==> src/rtl/dma_sequencer_pkg.sv <==
// Shared FSM states and DMA register map for the fCore
// input/output sequencers.
package dma_sequencer_pkg;

  typedef enum logic [1:0] {
    IDLE,
    SEND_CURRENT,
    SEND_SPEED,
    START
  } seq_state_t;

  localparam int CURRENT_DMA_ADDRESS = 1;
  localparam int SPEED_DMA_ADDRESS   = 2;
  localparam int DUTY_DMA_ADDRESS    = 15;

endpackage

==> src/rtl/dma_input_sequencer_if.sv <==
// AXI-stream-style write channel into the fCore DMA
// register file.
interface dma_input_sequencer_if #(
  parameter int DATA_WIDTH = 32,
  parameter int DEST_WIDTH = 8
) ();

  logic [DATA_WIDTH-1:0] tdata;
  logic [DEST_WIDTH-1:0] tdest;
  logic                  tvalid;
  logic                  tready;

  modport master (
    output tdata,
    output tdest,
    output tvalid,
    input  tready
  );

  modport slave (
    input  tdata,
    input  tdest,
    input  tvalid,
    output tready
  );

endinterface

==> src/rtl/dma_sample_latch.sv <==
// One-deep sample holding register with pending flag and
// overrun detection.
module dma_sample_latch #(
  parameter int SAMPLE_WIDTH = 16
) (
  input  logic                    clock,
  input  logic                    reset,
  input  logic                    valid,
  input  logic [SAMPLE_WIDTH-1:0] data,
  input  logic                    consume,
  output logic [SAMPLE_WIDTH-1:0] held,
  output logic                    pending,
  output logic                    overrun
);

  // a strobe in the consume cycle is a fresh sample, not a loss
  assign overrun = valid && pending && !consume;

  always_ff @(posedge clock) begin
    if (!reset) begin
      held    <= '0;
      pending <= 1'b0;
    end else begin
      if (valid) begin
        held <= data;
      end
      if (valid) begin
        pending <= 1'b1;
      end else if (consume) begin
        pending <= 1'b0;
      end
    end
  end

endmodule

==> src/rtl/dma_input_sequencer.sv <==
// Pairs current/speed samples, writes them to the fCore DMA
// registers and pulses core_start once per delivered pair.
module dma_input_sequencer
  import dma_sequencer_pkg::*;
#(
  parameter int SAMPLE_WIDTH    = 16,
  parameter int DMA_DATA_WIDTH  = 32,
  parameter int DEST_WIDTH      = 8,
  parameter int CURRENT_ADDRESS = CURRENT_DMA_ADDRESS,
  parameter int SPEED_ADDRESS   = SPEED_DMA_ADDRESS,
  parameter int OVERRUN_WIDTH   = 16
) (
  input  logic                     clock,
  input  logic                     reset,
  input  logic                     current_valid,
  input  logic [SAMPLE_WIDTH-1:0]  current_data,
  input  logic                     speed_valid,
  input  logic [SAMPLE_WIDTH-1:0]  speed_data,
  dma_input_sequencer_if.master    dma,
  output logic                     core_start,
  output logic                     busy,
  output logic [OVERRUN_WIDTH-1:0] overrun_count,
  input  logic                     clear_overrun
);

  if (SAMPLE_WIDTH > DMA_DATA_WIDTH) begin : g_bad_width
    $error("SAMPLE_WIDTH exceeds DMA_DATA_WIDTH");
  end

  if (CURRENT_ADDRESS < 0 ||
      CURRENT_ADDRESS > (2**DEST_WIDTH) - 1 ||
      SPEED_ADDRESS < 0 ||
      SPEED_ADDRESS > (2**DEST_WIDTH) - 1) begin : g_bad_addr
    $error("DMA address does not fit in DEST_WIDTH");
  end

  seq_state_t state;
  seq_state_t state_n;

  logic [SAMPLE_WIDTH-1:0] cur_held;
  logic [SAMPLE_WIDTH-1:0] spd_held;
  logic                    cur_pend;
  logic                    spd_pend;
  logic                    cur_ov;
  logic                    spd_ov;
  logic                    take;

  logic [SAMPLE_WIDTH-1:0]   send_cur;
  logic [SAMPLE_WIDTH-1:0]   send_spd;
  logic [DMA_DATA_WIDTH-1:0] cur_ext;
  logic [DMA_DATA_WIDTH-1:0] spd_ext;

  assign take = (state == IDLE) && cur_pend && spd_pend;

  dma_sample_latch #(
    .SAMPLE_WIDTH(SAMPLE_WIDTH)
  ) u_cur (
    .clock   (clock),
    .reset   (reset),
    .valid   (current_valid),
    .data    (current_data),
    .consume (take),
    .held    (cur_held),
    .pending (cur_pend),
    .overrun (cur_ov)
  );

  dma_sample_latch #(
    .SAMPLE_WIDTH(SAMPLE_WIDTH)
  ) u_spd (
    .clock   (clock),
    .reset   (reset),
    .valid   (speed_valid),
    .data    (speed_data),
    .consume (take),
    .held    (spd_held),
    .pending (spd_pend),
    .overrun (spd_ov)
  );

  // in-flight pair is frozen here; latches keep collecting
  always_ff @(posedge clock) begin
    if (!reset) begin
      send_cur <= '0;
      send_spd <= '0;
    end else if (take) begin
      send_cur <= cur_held;
      send_spd <= spd_held;
    end
  end

  assign cur_ext = DMA_DATA_WIDTH'($signed(send_cur));
  assign spd_ext = DMA_DATA_WIDTH'($signed(send_spd));

  always_ff @(posedge clock) begin
    if (!reset) begin
      state <= IDLE;
    end else begin
      state <= state_n;
    end
  end

  always_comb begin
    state_n    = state;
    dma.tvalid = 1'b0;
    dma.tdest  = '0;
    dma.tdata  = '0;
    core_start = 1'b0;
    busy       = (state != IDLE);
    unique case (state)
      IDLE: begin
        if (take) begin
          state_n = SEND_CURRENT;
        end
      end
      SEND_CURRENT: begin
        dma.tvalid = 1'b1;
        dma.tdest  = DEST_WIDTH'(CURRENT_ADDRESS);
        dma.tdata  = cur_ext;
        if (dma.tready) begin
          state_n = SEND_SPEED;
        end
      end
      SEND_SPEED: begin
        dma.tvalid = 1'b1;
        dma.tdest  = DEST_WIDTH'(SPEED_ADDRESS);
        dma.tdata  = spd_ext;
        if (dma.tready) begin
          state_n = START;
        end
      end
      START: begin
        core_start = 1'b1;
        state_n    = IDLE;
      end
      default: begin
        state_n = IDLE;
      end
    endcase
  end

  logic [1:0]             ov_inc;
  logic [OVERRUN_WIDTH:0] ov_sum;

  assign ov_inc = {1'b0, cur_ov} + {1'b0, spd_ov};
  assign ov_sum = {1'b0, overrun_count}
                + (OVERRUN_WIDTH+1)'(ov_inc);

  always_ff @(posedge clock) begin
    if (!reset) begin
      overrun_count <= '0;
    end else if (clear_overrun) begin
      overrun_count <= '0;
    end else if (ov_sum[OVERRUN_WIDTH]) begin
      overrun_count <= '1;
    end else begin
      overrun_count <= ov_sum[OVERRUN_WIDTH-1:0];
    end
  end

endmodule

==> src/flat_wrapper.sv <==
// flat-port wrapper written by rule: the top's interface ports become plain ports
module dma_input_sequencer_flat import dma_sequencer_pkg::*;
#(
  parameter int SAMPLE_WIDTH    = 16,
  parameter int DMA_DATA_WIDTH  = 32,
  parameter int DEST_WIDTH      = 8,
  parameter int CURRENT_ADDRESS = CURRENT_DMA_ADDRESS,
  parameter int SPEED_ADDRESS   = SPEED_DMA_ADDRESS,
  parameter int OVERRUN_WIDTH   = 16
)
  (clock, reset, current_valid, current_data, speed_valid, speed_data, core_start, busy, overrun_count, clear_overrun, dma_tdata, dma_tdest, dma_tvalid, dma_tready);
  dma_input_sequencer_if #(.DATA_WIDTH((32)), .DEST_WIDTH(DEST_WIDTH)) dma_i ();
  input  logic clock;
  input  logic reset;
  input  logic current_valid;
  input  logic [SAMPLE_WIDTH-1:0] current_data;
  input  logic speed_valid;
  input  logic [SAMPLE_WIDTH-1:0] speed_data;
  output logic core_start;
  output logic busy;
  output logic [OVERRUN_WIDTH-1:0] overrun_count;
  input  logic clear_overrun;
  output wire logic [$bits(dma_i.tdata)-1:0] dma_tdata;
  output wire logic [$bits(dma_i.tdest)-1:0] dma_tdest;
  output wire logic [$bits(dma_i.tvalid)-1:0] dma_tvalid;
  input wire logic [$bits(dma_i.tready)-1:0] dma_tready;
  assign dma_tdata = dma_i.tdata;
  assign dma_tdest = dma_i.tdest;
  assign dma_tvalid = dma_i.tvalid;
  assign dma_i.tready = dma_tready;
  dma_input_sequencer #(.SAMPLE_WIDTH(SAMPLE_WIDTH), .DMA_DATA_WIDTH(DMA_DATA_WIDTH), .DEST_WIDTH(DEST_WIDTH), .CURRENT_ADDRESS(CURRENT_ADDRESS), .SPEED_ADDRESS(SPEED_ADDRESS), .OVERRUN_WIDTH(OVERRUN_WIDTH)) u_core (.clock(clock), .reset(reset), .current_valid(current_valid), .current_data(current_data), .speed_valid(speed_valid), .speed_data(speed_data), .dma(dma_i), .core_start(core_start), .busy(busy), .overrun_count(overrun_count), .clear_overrun(clear_overrun));
endmodule
==> config.mk <==
export PLATFORM = sky130hd
export DESIGN_NAME = dma_input_sequencer_flat
export DESIGN_NICKNAME = d
export VERILOG_FILES = /design/src/rtl/dma_sequencer_pkg.sv /design/src/rtl/dma_input_sequencer_if.sv /design/src/rtl/dma_sample_latch.sv /design/src/rtl/dma_input_sequencer.sv /design/src/flat_wrapper.sv
export SDC_FILE = /design/constraint.sdc
export NUM_CORES = 1
export LEC_CHECK = 0
export CORE_AREA = 2 2 87 89
export CTS_BUF_LIST = sky130_fd_sc_hd__clkbuf_2
export DETAILED_ROUTE_END_ITERATION = 7
export DIE_AREA = 0 0 89 91
export GPL_ROUTABILITY_DRIVEN = 1
export PLACE_DENSITY = 0.87
export SLEW_MARGIN = 0
export SYNTH_ARGS = -nofsm -noshare
export SYNTH_HDL_FRONTEND = slang
export SYNTH_HIERARCHICAL = 1
export SYNTH_SLANG_ARGS = --single-unit
==> constraint.sdc <==
create_clock -name clock -period 7.8 [get_ports clock]
set_input_delay 1.56 -clock clock [delete_from_list [all_inputs] [get_ports clock]]
set_output_delay 1.56 -clock clock [all_outputs]
set_load 0.02 [all_outputs]
==> run_results.csv, run 1 <==
group,metric,value,unit
route,dr.pass1.iters,4,
layout,antennaDiodeCount,0,
clock_tree,numCtsBuffers,9,
layout,final_nets,525,
hold_path,whs_endpoint,"u_core/send_cur[3]",
status,run_status,"completed",
layout,ff_latch_area,1680,sq um
setup_path,rr_endpoint,"u_core/overrun_count[8]",
route,drt_wl_total,8260,um
synthesis,synth-warning-count,6,
setup_path,crit-reg2reg-launch,"u_core/state[0]",
placement,dpl_worst_slack,3.51,ns
setup_path,worstPathMaxFanout,17,
clock_tree,tritoncts,"done",
timing,finalHoldViolCount,0,
route,overall_via_count_from_detail_route,3016,
layout,multi_input_area,1850,sq um
synthesis,postSynthAreaPerCell,9.34,sq um
timing,min_period,4.83,ns
timing,tns,0,ns
setup_path,class_of_the_most_critical_setup_path,"flop to primary output",
layout,layout.filler_cells,604,
placement,finalWeightedCongestion,0.865,
route,initialDrtViolationCount,174,
global_routing,gr-total-overflow,0,
timing,post-route-period-util,0.620,
timing,rsz_0062_raised_after_global_routing,"no",
pwr,finalPower,0.884,mW
die,fp.dieArea,8100,sq um
die,boundaryPins,97,
job,cap_violations,0,
pwr,power.density_cell_area,185,nW/um^2
placement,port_buffers,90,
route,routed_via_density,5.17,
die,floorplan.initialDensity,0.542,
synthesis,ys_seq_area_frac,0.435,
hold_path,hold_path_startpoint,"u_core/u_cur/held[3]",
clock_tree,clk_root_buffer_cell,"sky130_fd_sc_hd__clkbuf_2",
global_routing,via_count_of_the_first_global_routing_pass,2887,
hold_path,timing.hold.worst.class,"flop to flop",
timing,max_freq,207,MHz
die,row_count,31,
setup_path,cp_arrival,3.27,ns
clock_tree,cts_repair_resizes,0,
route,post_drt_wl_per_cell,14.2,um
timing,timing.final.setup_violations,0,
clock_tree,cts.repair_timing.setup_buffer_count,0,
route,post-route-drc-count,0,
clock_tree,cts-htree-levels,3,
clock_tree,cts_hold_repair.buffers,0,
setup_path,reg2reg_setup_slack,3.90,ns
hold_path,holdPathStages,2,
pwr,total_leakage_power,1.72,nW
route,antenna_left,0,
synthesis,synth-main-ff-cell,"sky130_fd_sc_hd__dfxtp_1",
setup_path,worstSetupEndpointType,"primary output",
clock_tree,cts_max_path_buffers,2,
setup_path,start_kind,"flop",
layout,synthToLayoutAreaGrowth,23.3,%
clock_tree,clock_insertion_delay_worst_skew,0.53,ns
pwr,max-vdd-ir-drop,0.0988,mV
clock_tree,clk_pin_slew,0.23,ns
synthesis,yosys.cell_types.count,43,
synthesis,gate_count_after_technology_mapping,414,
synthesis,synth_enable_flop_cells,0,
die,core_footprint,7140,sq um
timing,worst-slew-pin-transition,1.01,ns
synthesis,synth-seq-cells,84,
global_routing,maximum_number_of_pins_on_one_net_before_global_route_repair,70,
clock_tree,clkSinkCount,84,
layout,fraction_of_layout_cells_with_a_size_suffix_above_1,0.0682,
synthesis,fraction_of_registers_with_async_set_or_reset_after_synthesis,0,
die,dieHeight,91,um
layout,post_layout_utilization_of_the_core,0.668,
global_routing,grt_pass1_wl,13200,um
placement,dp_hpwl,5890,um
timing,max-slew-margin-rel,0.323,
global_routing,grt_antenna_before_repair,0,
synthesis,syn_area,3870,sq um
timing,finClkSkew,0.0280,ns
die,die_w,89,um
global_routing,groute.usage.overall,0.206,
timing,layout_setup_ws,2.97,ns
timing,timing.final.max_slew_violations,0,
setup_path,ff2ff_path_depth,15,
setup_path,cp.required,6.24,ns
==> state kept, by name, indices dropped and copies added, names as in the netlist <==
signal and count:
u_core/overrun_count 16, u_core/u_cur/held 16, u_core/send_spd 16, u_core/send_cur 16
u_core/u_spd/held 16, u_core/u_spd/pending 1, u_core/state 2, u_core/u_cur/pending 1
==> power breakdown <==
part,internal [mW],leakage [nW],switching [mW]
Clock,0.108,0.0829,0.153
Combinational,0.0766,0.948,0.0856
Sequential,0.448,0.685,0.0121
Total,0.633,1.72,0.251
==> area by class of cell <==
type,instances,share of cell area
repair buffers,94,0.194
inverters,12,0.00945
clock inverters,7,0.0207
multi-input cells,278,0.388
clock buffers,9,0.00945
well taps,99,0.0260
flip-flops and latches,84,0.353
==> cell families after synthesis <==
family | after synthesis | synth area share
fa+ha+maj | 8 | 0.0278
compound gates | 76 | 0.139
mux | 33 | 0.0854
buf+inv | 57 | 0.0919
flops | 84 | 0.435
xor+xnor | 8 | 0.0181
simple gates | 147 | 0.202
other cells | 1 | 0.000970
==> worst max-delay path: stages, from the launching register on <==
cell and delay (ns):
sky130_fd_sc_hd__dfxtp_1 0.40, sky130_fd_sc_hd__inv_1 0.11, sky130_fd_sc_hd__ha_1 0.55, sky130_fd_sc_hd__a22oi_1 0.20, sky130_fd_sc_hd__nor2b_1 0.74, sky130_fd_sc_hd__clkdlybuf4s50_1 0.75
==> placed cells by master (no fill, tap or decap), types with 2 or more instances in the layout <==
master	count
sky130_fd_sc_hd__inv_6	2
sky130_fd_sc_hd__inv_1	12
sky130_fd_sc_hd__nor2_1	5
sky130_fd_sc_hd__bufinv_16	2
sky130_fd_sc_hd__a22oi_1	16
sky130_fd_sc_hd__clkdlybuf4s50_1	89
sky130_fd_sc_hd__nand2_1	67
sky130_fd_sc_hd__xor2_1	2
sky130_fd_sc_hd__buf_4	4
sky130_fd_sc_hd__ha_1	7
sky130_fd_sc_hd__conb_1	6
sky130_fd_sc_hd__nor2b_1	51
sky130_fd_sc_hd__clkbuf_2	9
sky130_fd_sc_hd__mux2i_1	33
sky130_fd_sc_hd__a21boi_0	32
sky130_fd_sc_hd__o21a_1	2
sky130_fd_sc_hd__a21oi_1	14
sky130_fd_sc_hd__a31o_2	2
sky130_fd_sc_hd__and2_2	2
sky130_fd_sc_hd__nand4_1	4
sky130_fd_sc_hd__nand3_1	3
sky130_fd_sc_hd__a31oi_1	4
sky130_fd_sc_hd__xnor2_1	6
sky130_fd_sc_hd__nor3_1	2
sky130_fd_sc_hd__and3_1	3
sky130_fd_sc_hd__dfxtp_1	84
==> per-layer routing <==
metal  vias up  GRT usage  wire length [um]  part of all wire
li1       1496          -                 -                 -
met3        10     0.0418               427             0.052
met2       102      0.346              4150              0.50
met5         -          0                 0                 0
met4         0     0.0647                91             0.011
met1      1408      0.264              3600              0.44
==> cells in the mapped netlist, drive strengths merged, types with 3 or more instances <==
master / count / area, sq um
dfxtp: 84 / 1680
a31oi: 4 / 25.0
a21boi: 32 / 240
nand2: 67 / 251
nor2b: 51 / 319
inv: 12 / 45.0
xnor2: 6 / 52.6
clkbuf: 15 / 56.3
and2: 3 / 21.3
mux2i: 33 / 330
and3: 4 / 26.3
nand3: 4 / 32.5
a21oi: 14 / 70.1
nand4: 5 / 46.3
ha: 7 / 87.6
buf: 30 / 254
nor2: 6 / 30.0
a22oi: 16 / 120
==> metrics by stage <==
stage          instance area [sq um]  hold slack, ns  cells
2_1_floorplan                   3880           0.440    419
3_3_place_gp                    4620           0.450    567
3_5_place_dp                    4620           0.463    567
4_1_cts                         4770           0.470    583
5_1_grt                         4770           0.507    583
6_report                        4770           0.472    583
==> worst max path at each step <==
stage | startpoint | slack (ns) | cells past startpoint | to
floorplan | u_core/state[0] | 4.13 | 4 | dma_tdata[16]
global placement | u_core/state[1] | 3.68 | 5 | dma_tdata[25]
detailed placement | u_core/state[1] | 3.51 | 5 | dma_tdata[19]
CTS | u_core/state[1] | 2.89 | 5 | dma_tdata[19]
global route | u_core/state[1] | 2.66 | 5 | dma_tdata[22]
finish | u_core/state[1] | 2.97 | 5 | dma_tdata[25]
Note: power is estimated with default switching activity, not from simulation.
==> run 2, diff against run 1 <==
--- a/config.mk
+++ b/config.mk
@@ -5,12 +5,12 @@
 export SDC_FILE = /design/constraint.sdc
 export NUM_CORES = 1
 export LEC_CHECK = 0
-export CORE_AREA = 2 2 87 89
+export CORE_AREA = 2 2 95 97
 export CTS_BUF_LIST = sky130_fd_sc_hd__clkbuf_2
 export DETAILED_ROUTE_END_ITERATION = 7
-export DIE_AREA = 0 0 89 91
+export DIE_AREA = 0 0 97 99
 export GPL_ROUTABILITY_DRIVEN = 1
-export PLACE_DENSITY = 0.87
+export PLACE_DENSITY = 0.77
 export SLEW_MARGIN = 0
 export SYNTH_ARGS = -nofsm -noshare
 export SYNTH_HDL_FRONTEND = slang
==> constraint.sdc (replaced) <==
create_clock -name clock -period 4.2 [get_ports clock]
set_input_delay 0.84 -clock clock [delete_from_list [all_inputs] [get_ports clock]]
set_output_delay 0.84 -clock clock [all_outputs]
set_load 0.02 [all_outputs]
==> run 2 against run 1 <==
Clock skew grew 0.00056 ns. Global-route usage shrank 3.0 points. Wire length grew 0.84%. Clock power grew 76%. Sequential cell count is the same. Register-to-register slack lost 3.0 ns. Die area grew 19%. Largest cell class unchanged. Non-clock buffer count grew 2. Critical path depth grew 1. Utilization shrank 11 points. First-iteration DRC count shrank 20%. Final cell count grew 1.9%.
==> run_results.csv, run 2 (synthesized netlist as in run 1, its figures left out) <==
group,metric,value,unit
status,run_status,"completed",
timing,timing.final.setup_violations,0,
layout,antennaDiodeCount,0,
route,initialDrtViolationCount,139,
clock_tree,cts.repair_timing.setup_buffer_count,0,
route,overall_via_count_from_detail_route,3015,
layout,fraction_of_layout_cells_with_a_size_suffix_above_1,0.0700,
die,die_w,97,um
setup_path,worstSetupEndpointType,"primary output",
global_routing,grt_antenna_before_repair,0,
setup_path,crit_path_end,"dma_tdata[28]",
timing,post-route-period-util,0.870,
layout,layout.filler_cells,779,
placement,numPlacedInstances,578,
clock_tree,clk_root_buffer_cell,"sky130_fd_sc_hd__clkbuf_2",
setup_path,ff2ff_path_depth,14,
clock_tree,cts-htree-levels,3,
timing,finClkSkew,0.0286,ns
die,dieHeight,99,um
clock_tree,clkSinkCount,84,
clock_tree,clock_insertion_delay_worst_skew,0.51,ns
global_routing,groute.usage.overall,0.176,
layout,synthToLayoutAreaGrowth,23.7,%
hold_path,timing.hold.worst.class,"flop to flop",
route,antenna_left,0,
global_routing,maximum_number_of_pins_on_one_net_before_global_route_repair,70,
clock_tree,clk_pin_slew,0.21,ns
clock_tree,cts_hold_repair.buffers,0,
route,routed_via_density,5.08,
pwr,sequentialPowerShare,0.526,
route,dr.pass1.iters,4,
layout,mostFrequentLayoutCells,"89 x sky130_fd_sc_hd__clkdlybuf4s50_1, 84 x sky130_fd_sc_hd__dfxtp_1, 67 x sky130_fd_sc_hd__nand2_1",
setup_path,start_kind,"flop",
timing,rsz_0062_raised_after_global_routing,"no",
global_routing,gr-total-overflow,0,
pwr,p_int,1.17,mW
timing,finalHoldViolCount,0,
timing,min_period,3.65,ns
setup_path,crit-reg2reg-launch,"u_core/state[0]",
timing,max-slew-margin-rel,0.567,
pwr,max-vdd-ir-drop,0.171,mV
clock_tree,tritoncts,"done",
timing,timing.final.max_slew_violations,0,
placement,dp_hpwl,5890,um
setup_path,reg2reg_setup_slack,0.94,ns
pwr,switching_share,0.277,
pwr,power.density_cell_area,339,nW/um^2
timing,max_freq,274,MHz
clock_tree,cts_repair_resizes,0,
setup_path,cp.required,3.36,ns
pwr,power_frac_comb,0.190,
layout,post_layout_nonfiller_instances,594,
layout,post_layout_utilization_of_the_core,0.559,
route,post_drt_wl_per_cell,14.0,um
pwr,clock_power_share,0.284,
route,drt_wl_total,8330,um
timing,tns,0,ns
job,cap_violations,0,
pwr,total_leakage_power,1.72,nW
global_routing,via_count_of_the_first_global_routing_pass,2970,
layout,layout.cells.most_common,"sky130_fd_sc_hd__clkdlybuf4s50_1",
timing,worst-slew-pin-transition,0.649,ns
die,row_count,34,
clock_tree,numCtsBuffers,9,
layout,final_nets,527,
route,post-route-drc-count,0,
clock_tree,cts_max_path_buffers,2,
global_routing,grt_pass1_wl,14000,um
setup_path,worstPathMaxFanout,17,
placement,port_buffers,90,
die,core_footprint,8550,sq um
die,boundaryPins,97,
setup_path,timing.critical_path.from,"u_core/state[1]",
setup_path,rr_endpoint,"u_core/overrun_count[12]",
die,floorplan.initialDensity,0.452,
pwr,power.net_switching,0.449,mW
setup_path,cp_arrival,2.81,ns
setup_path,class_of_the_most_critical_setup_path,"flop to primary output",
placement,finalWeightedCongestion,0.799,
die,fp.dieArea,9600,sq um
==> run 2: cell count changes in the layout (fill, tap and decap cells not counted) <==
cell and delta:
sky130_fd_sc_hd__buf_4 +2, sky130_fd_sc_hd__clkbuf_2 +2, sky130_fd_sc_hd__clkinv_4 -1, sky130_fd_sc_hd__inv_6 -2, sky130_fd_sc_hd__clkinv_1 +1
==> run 2: through the flow <==
step                      hold WS [ns]  setup slack (ns)  power, mW  area, sq um
after floorplan                  0.440              1.25       1.07         3880
final                            0.468             0.547       1.62         4780
after detailed placement         0.457             0.951       1.18         4650
after CTS                        0.481             0.513       1.64         4780
after global routing             0.503             0.279       1.70         4780
after global placement           0.453              1.10       1.17         4650
==> run 2: worst max-delay path: stages (launching register included) <==
cell	delay (ns)
sky130_fd_sc_hd__dfxtp_1	0.39
sky130_fd_sc_hd__inv_1	0.12
sky130_fd_sc_hd__ha_1	0.58
sky130_fd_sc_hd__a22oi_1	0.23
sky130_fd_sc_hd__nor2b_1	0.17
sky130_fd_sc_hd__buf_4	0.20
sky130_fd_sc_hd__clkdlybuf4s50_1	0.63
==> run 2: how the worst min path moves through the flow <==
stage	from	endpoint	depth (start not counted)
after floorplan	u_core/u_cur/held[14]	u_core/send_cur[14]	2
after global placement	u_core/u_cur/held[11]	u_core/send_cur[11]	2
after detailed placement	u_core/send_spd[15]	u_core/send_spd[15]	2
after CTS	u_core/send_spd[15]	u_core/send_spd[15]	2
after global routing	u_core/u_cur/held[9]	u_core/send_cur[9]	2
final	u_core/u_cur/held[11]	u_core/send_cur[11]	2
==> run 2: final cells by class <==
cell class / instances / area (sq um) / area share
Inverter: 12 / 45.0 / 0.00942
Timing Repair Buffer: 96 / 941 / 0.197
Clock inverter: 5 / 76.3 / 0.0160
Multi-Input combinational cell: 278 / 1850 / 0.386
Sequential cell: 84 / 1680 / 0.352
Tap cell: 108 / 135 / 0.0283
Clock buffer: 11 / 55.1 / 0.0115
==> run 2: power groups by stage <==
stage / clock [mW] / combinational [mW] / sequential, mW
after global placement: 0 / 0.301 / 0.868
after global routing: 0.501 / 0.336 / 0.860
after detailed placement: 0 / 0.308 / 0.870
after floorplan: 0 / 0.211 / 0.864
final: 0.460 / 0.309 / 0.854
after CTS: 0.472 / 0.309 / 0.854
==> run 2: layer usage <==
layer / vias up / global-route usage / share of wire
li1: 1495 / - / -
met1: 1406 / 0.225 / 0.45
met2: 104 / 0.300 / 0.48
met3: 10 / 0.0319 / 0.053
met4: 0 / 0.0650 / 0.011
met5: - / 0 / 0
==> run 3, diff against run 2 <==
--- a/config.mk
+++ b/config.mk
@@ -5,12 +5,13 @@
 export SDC_FILE = /design/constraint.sdc
 export NUM_CORES = 1
 export LEC_CHECK = 0
+export ABC_CLOCK_PERIOD_IN_PS = 4200
 export CORE_AREA = 2 2 95 97
 export CTS_BUF_LIST = sky130_fd_sc_hd__clkbuf_2
 export DETAILED_ROUTE_END_ITERATION = 7
 export DIE_AREA = 0 0 97 99
 export GPL_ROUTABILITY_DRIVEN = 1
-export PLACE_DENSITY = 0.77
+export PLACE_DENSITY_LB_ADDON = 0.1
 export SLEW_MARGIN = 0
 export SYNTH_ARGS = -nofsm -noshare
 export SYNTH_HDL_FRONTEND = slang
==> run 3 against run 2 <==
Global-route usage rose by 0.14 points. Non-clock buffer count up 2. First-iteration DRC count increased by 2.2%. Count of clock-buffer cells in the layout fell by 1. Sequential power about the same. Via count down 1.3%. Critical path type unchanged. Critical endpoint is now dma_tdata[29]. Largest cell class unchanged.
==> run_results.csv, run 3 (synthesized netlist as in run 1, its figures left out) <==
group,metric,value,unit
route,drt_wl_total,8360,um
timing,hold-worst-slack,0.477,ns
die,floorplan.initialDensity,0.452,
setup_path,rr_endpoint,"u_core/overrun_count[13]",
setup_path,worstPathMaxFanout,17,
pwr,finalPower,1.64,mW
setup_path,cp_cell_sequence,"inv_1 > ha_1 > a22oi_1 > nor2b_1 > buf_4 > clkdlybuf4s50_1",
clock_tree,clock_insertion_delay_worst_skew,0.51,ns
die,boundaryPins,97,
setup_path,slowest_delay,0.62,ns
setup_path,cell_family_with_most_cp_delay,"buffers and inverters",
timing,max_freq,281,MHz
global_routing,grt_pass1_wl,13900,um
pwr,switching_share,0.280,
clock_tree,cts.repair_timing.setup_buffer_count,0,
global_routing,maximum_number_of_pins_on_one_net_before_global_route_repair,64,
hold_path,timing.hold.worst.class,"flop to flop",
route,routed_via_density,4.99,
clock_tree,cts-htree-levels,3,
pwr,sequentialPowerShare,0.522,
placement,finalWeightedCongestion,0.789,
route,initialDrtViolationCount,142,
setup_path,timing.critical_path.from,"u_core/state[1]",
hold_path,hold_path_startpoint,"u_core/u_cur/held[14]",
die,die_w,97,um
clock_tree,cts_max_path_buffers,2,
setup_path,cp.required,3.36,ns
clock_tree,cts_repair_resizes,0,
setup_path,highest_delay_cell_along_the_critical_path,"sky130_fd_sc_hd__clkdlybuf4s50_1",
die,core_footprint,8550,sq um
timing,rsz_0062_raised_after_global_routing,"no",
pwr,max-vdd-ir-drop,0.166,mV
timing,tns,0,ns
setup_path,cp_arrival,2.72,ns
setup_path,class_of_the_most_critical_setup_path,"flop to primary output",
timing,min_period,3.56,ns
route,dr.pass1.iters,4,
setup_path,worst-path-stages,6,
global_routing,grt_antenna_before_repair,0,
timing,worst-slew-pin-transition,0.645,ns
pwr,total_leakage_power,1.74,nW
hold_path,holdPathStages,2,
layout,final_nets,529,
layout,mostFrequentLayoutCells,"89 x sky130_fd_sc_hd__clkdlybuf4s50_1, 84 x sky130_fd_sc_hd__dfxtp_1, 67 x sky130_fd_sc_hd__nand2_1",
layout,antennaDiodeCount,0,
timing,post-route-period-util,0.848,
setup_path,reg2reg_setup_slack,0.92,ns
pwr,power.density_cell_area,341,nW/um^2
layout,layout.cells.most_common,"sky130_fd_sc_hd__clkdlybuf4s50_1",
route,antenna_left,0,
placement,port_buffers,90,
clock_tree,clk_pin_slew,0.22,ns
status,run_status,"completed",
clock_tree,clk_root_buffer_cell,"sky130_fd_sc_hd__clkbuf_2",
setup_path,start_kind,"flop",
setup_path,ff2ff_path_depth,15,
pwr,p_int,1.18,mW
timing,timing.final.setup_violations,0,
die,dieHeight,99,um
global_routing,via_count_of_the_first_global_routing_pass,2912,
clock_tree,clkSinkCount,84,
clock_tree,cts_hold_repair.buffers,0,
clock_tree,tritoncts,"done",
global_routing,gr-total-overflow,0,
die,fp.dieArea,9600,sq um
route,post-route-drc-count,0,
placement,dp_hpwl,5940,um
pwr,power_frac_comb,0.190,
setup_path,crit_buf_inv,3,
route,post_drt_wl_per_cell,14.0,um
global_routing,groute.usage.overall,0.178,
setup_path,crit-reg2reg-launch,"u_core/state[0]",
clock_tree,numCtsBuffers,9,
die,row_count,34,
hold_path,whs_endpoint,"u_core/send_cur[14]",
pwr,power.net_switching,0.459,mW
job,cap_violations,0,
timing,finalHoldViolCount,0,
pwr,clock_power_share,0.289,
layout,synthToLayoutAreaGrowth,24.2,%
timing,timing.final.max_slew_violations,0,
layout,fraction_of_layout_cells_with_a_size_suffix_above_1,0.0758,
timing,max-slew-margin-rel,0.570,
timing,finClkSkew,0.0429,ns
setup_path,worstSetupEndpointType,"primary output",
route,overall_via_count_from_detail_route,2975,
-- run 3: metrics by stage --
stage	cell area (sq um)	cells	util	setup WS, ns
after floorplan	3880	419	-	1.25
final	4800	596	0.562	0.638
after detailed placement	4670	580	0.546	0.979
after global routing	4800	596	0.562	0.347
after global placement	4670	580	0.546	1.08
after CTS	4800	596	0.562	0.572
-- run 3: cell type report --
cell class                 count  area [sq um]
clock buffer                  10          50.0
clock inverter                 6          87.6
fill                         800          3750
inverter                      12          45.0
multi-input combinational    278          1850
sequential                    84          1680
tap                          108           135
timing repair buffer          98           956
-- run 3: worst min-delay path, cell delays in order (launching register included) --
cell	delay (ns)
sky130_fd_sc_hd__dfxtp_1	0.36
sky130_fd_sc_hd__nand2_1	0.05
sky130_fd_sc_hd__a21boi_0	0.06
-- run 3: per-layer routing --
metal,up-vias,share of wire,GRT usage
li1,1493,-,-
met1,1390,0.44,0.219
met2,85,0.50,0.313
met3,7,0.049,0.0312
met4,0,0.010,0.0650
met5,-,0,0
-- run 3: worst max-delay path by stage --
stage                                          end
after global routing                 dma_tdata[16]
after detailed placement  u_core/overrun_count[15]
after CTS                            dma_tdata[29]
after floorplan                      dma_tdata[16]
final                                dma_tdata[29]
after global placement     u_core/overrun_count[0]
-- run 3: power by group through the flow --
| stage | Clock [mW] | Sequential, mW | Combinational, mW |
|---|---|---|---|
| after floorplan | 0 | 0.864 | 0.211 |
| after global placement | 0 | 0.870 | 0.308 |
| after detailed placement | 0 | 0.871 | 0.314 |
| after CTS | 0.490 | 0.856 | 0.313 |
| after global routing | 0.523 | 0.860 | 0.345 |
| final | 0.473 | 0.855 | 0.311 |
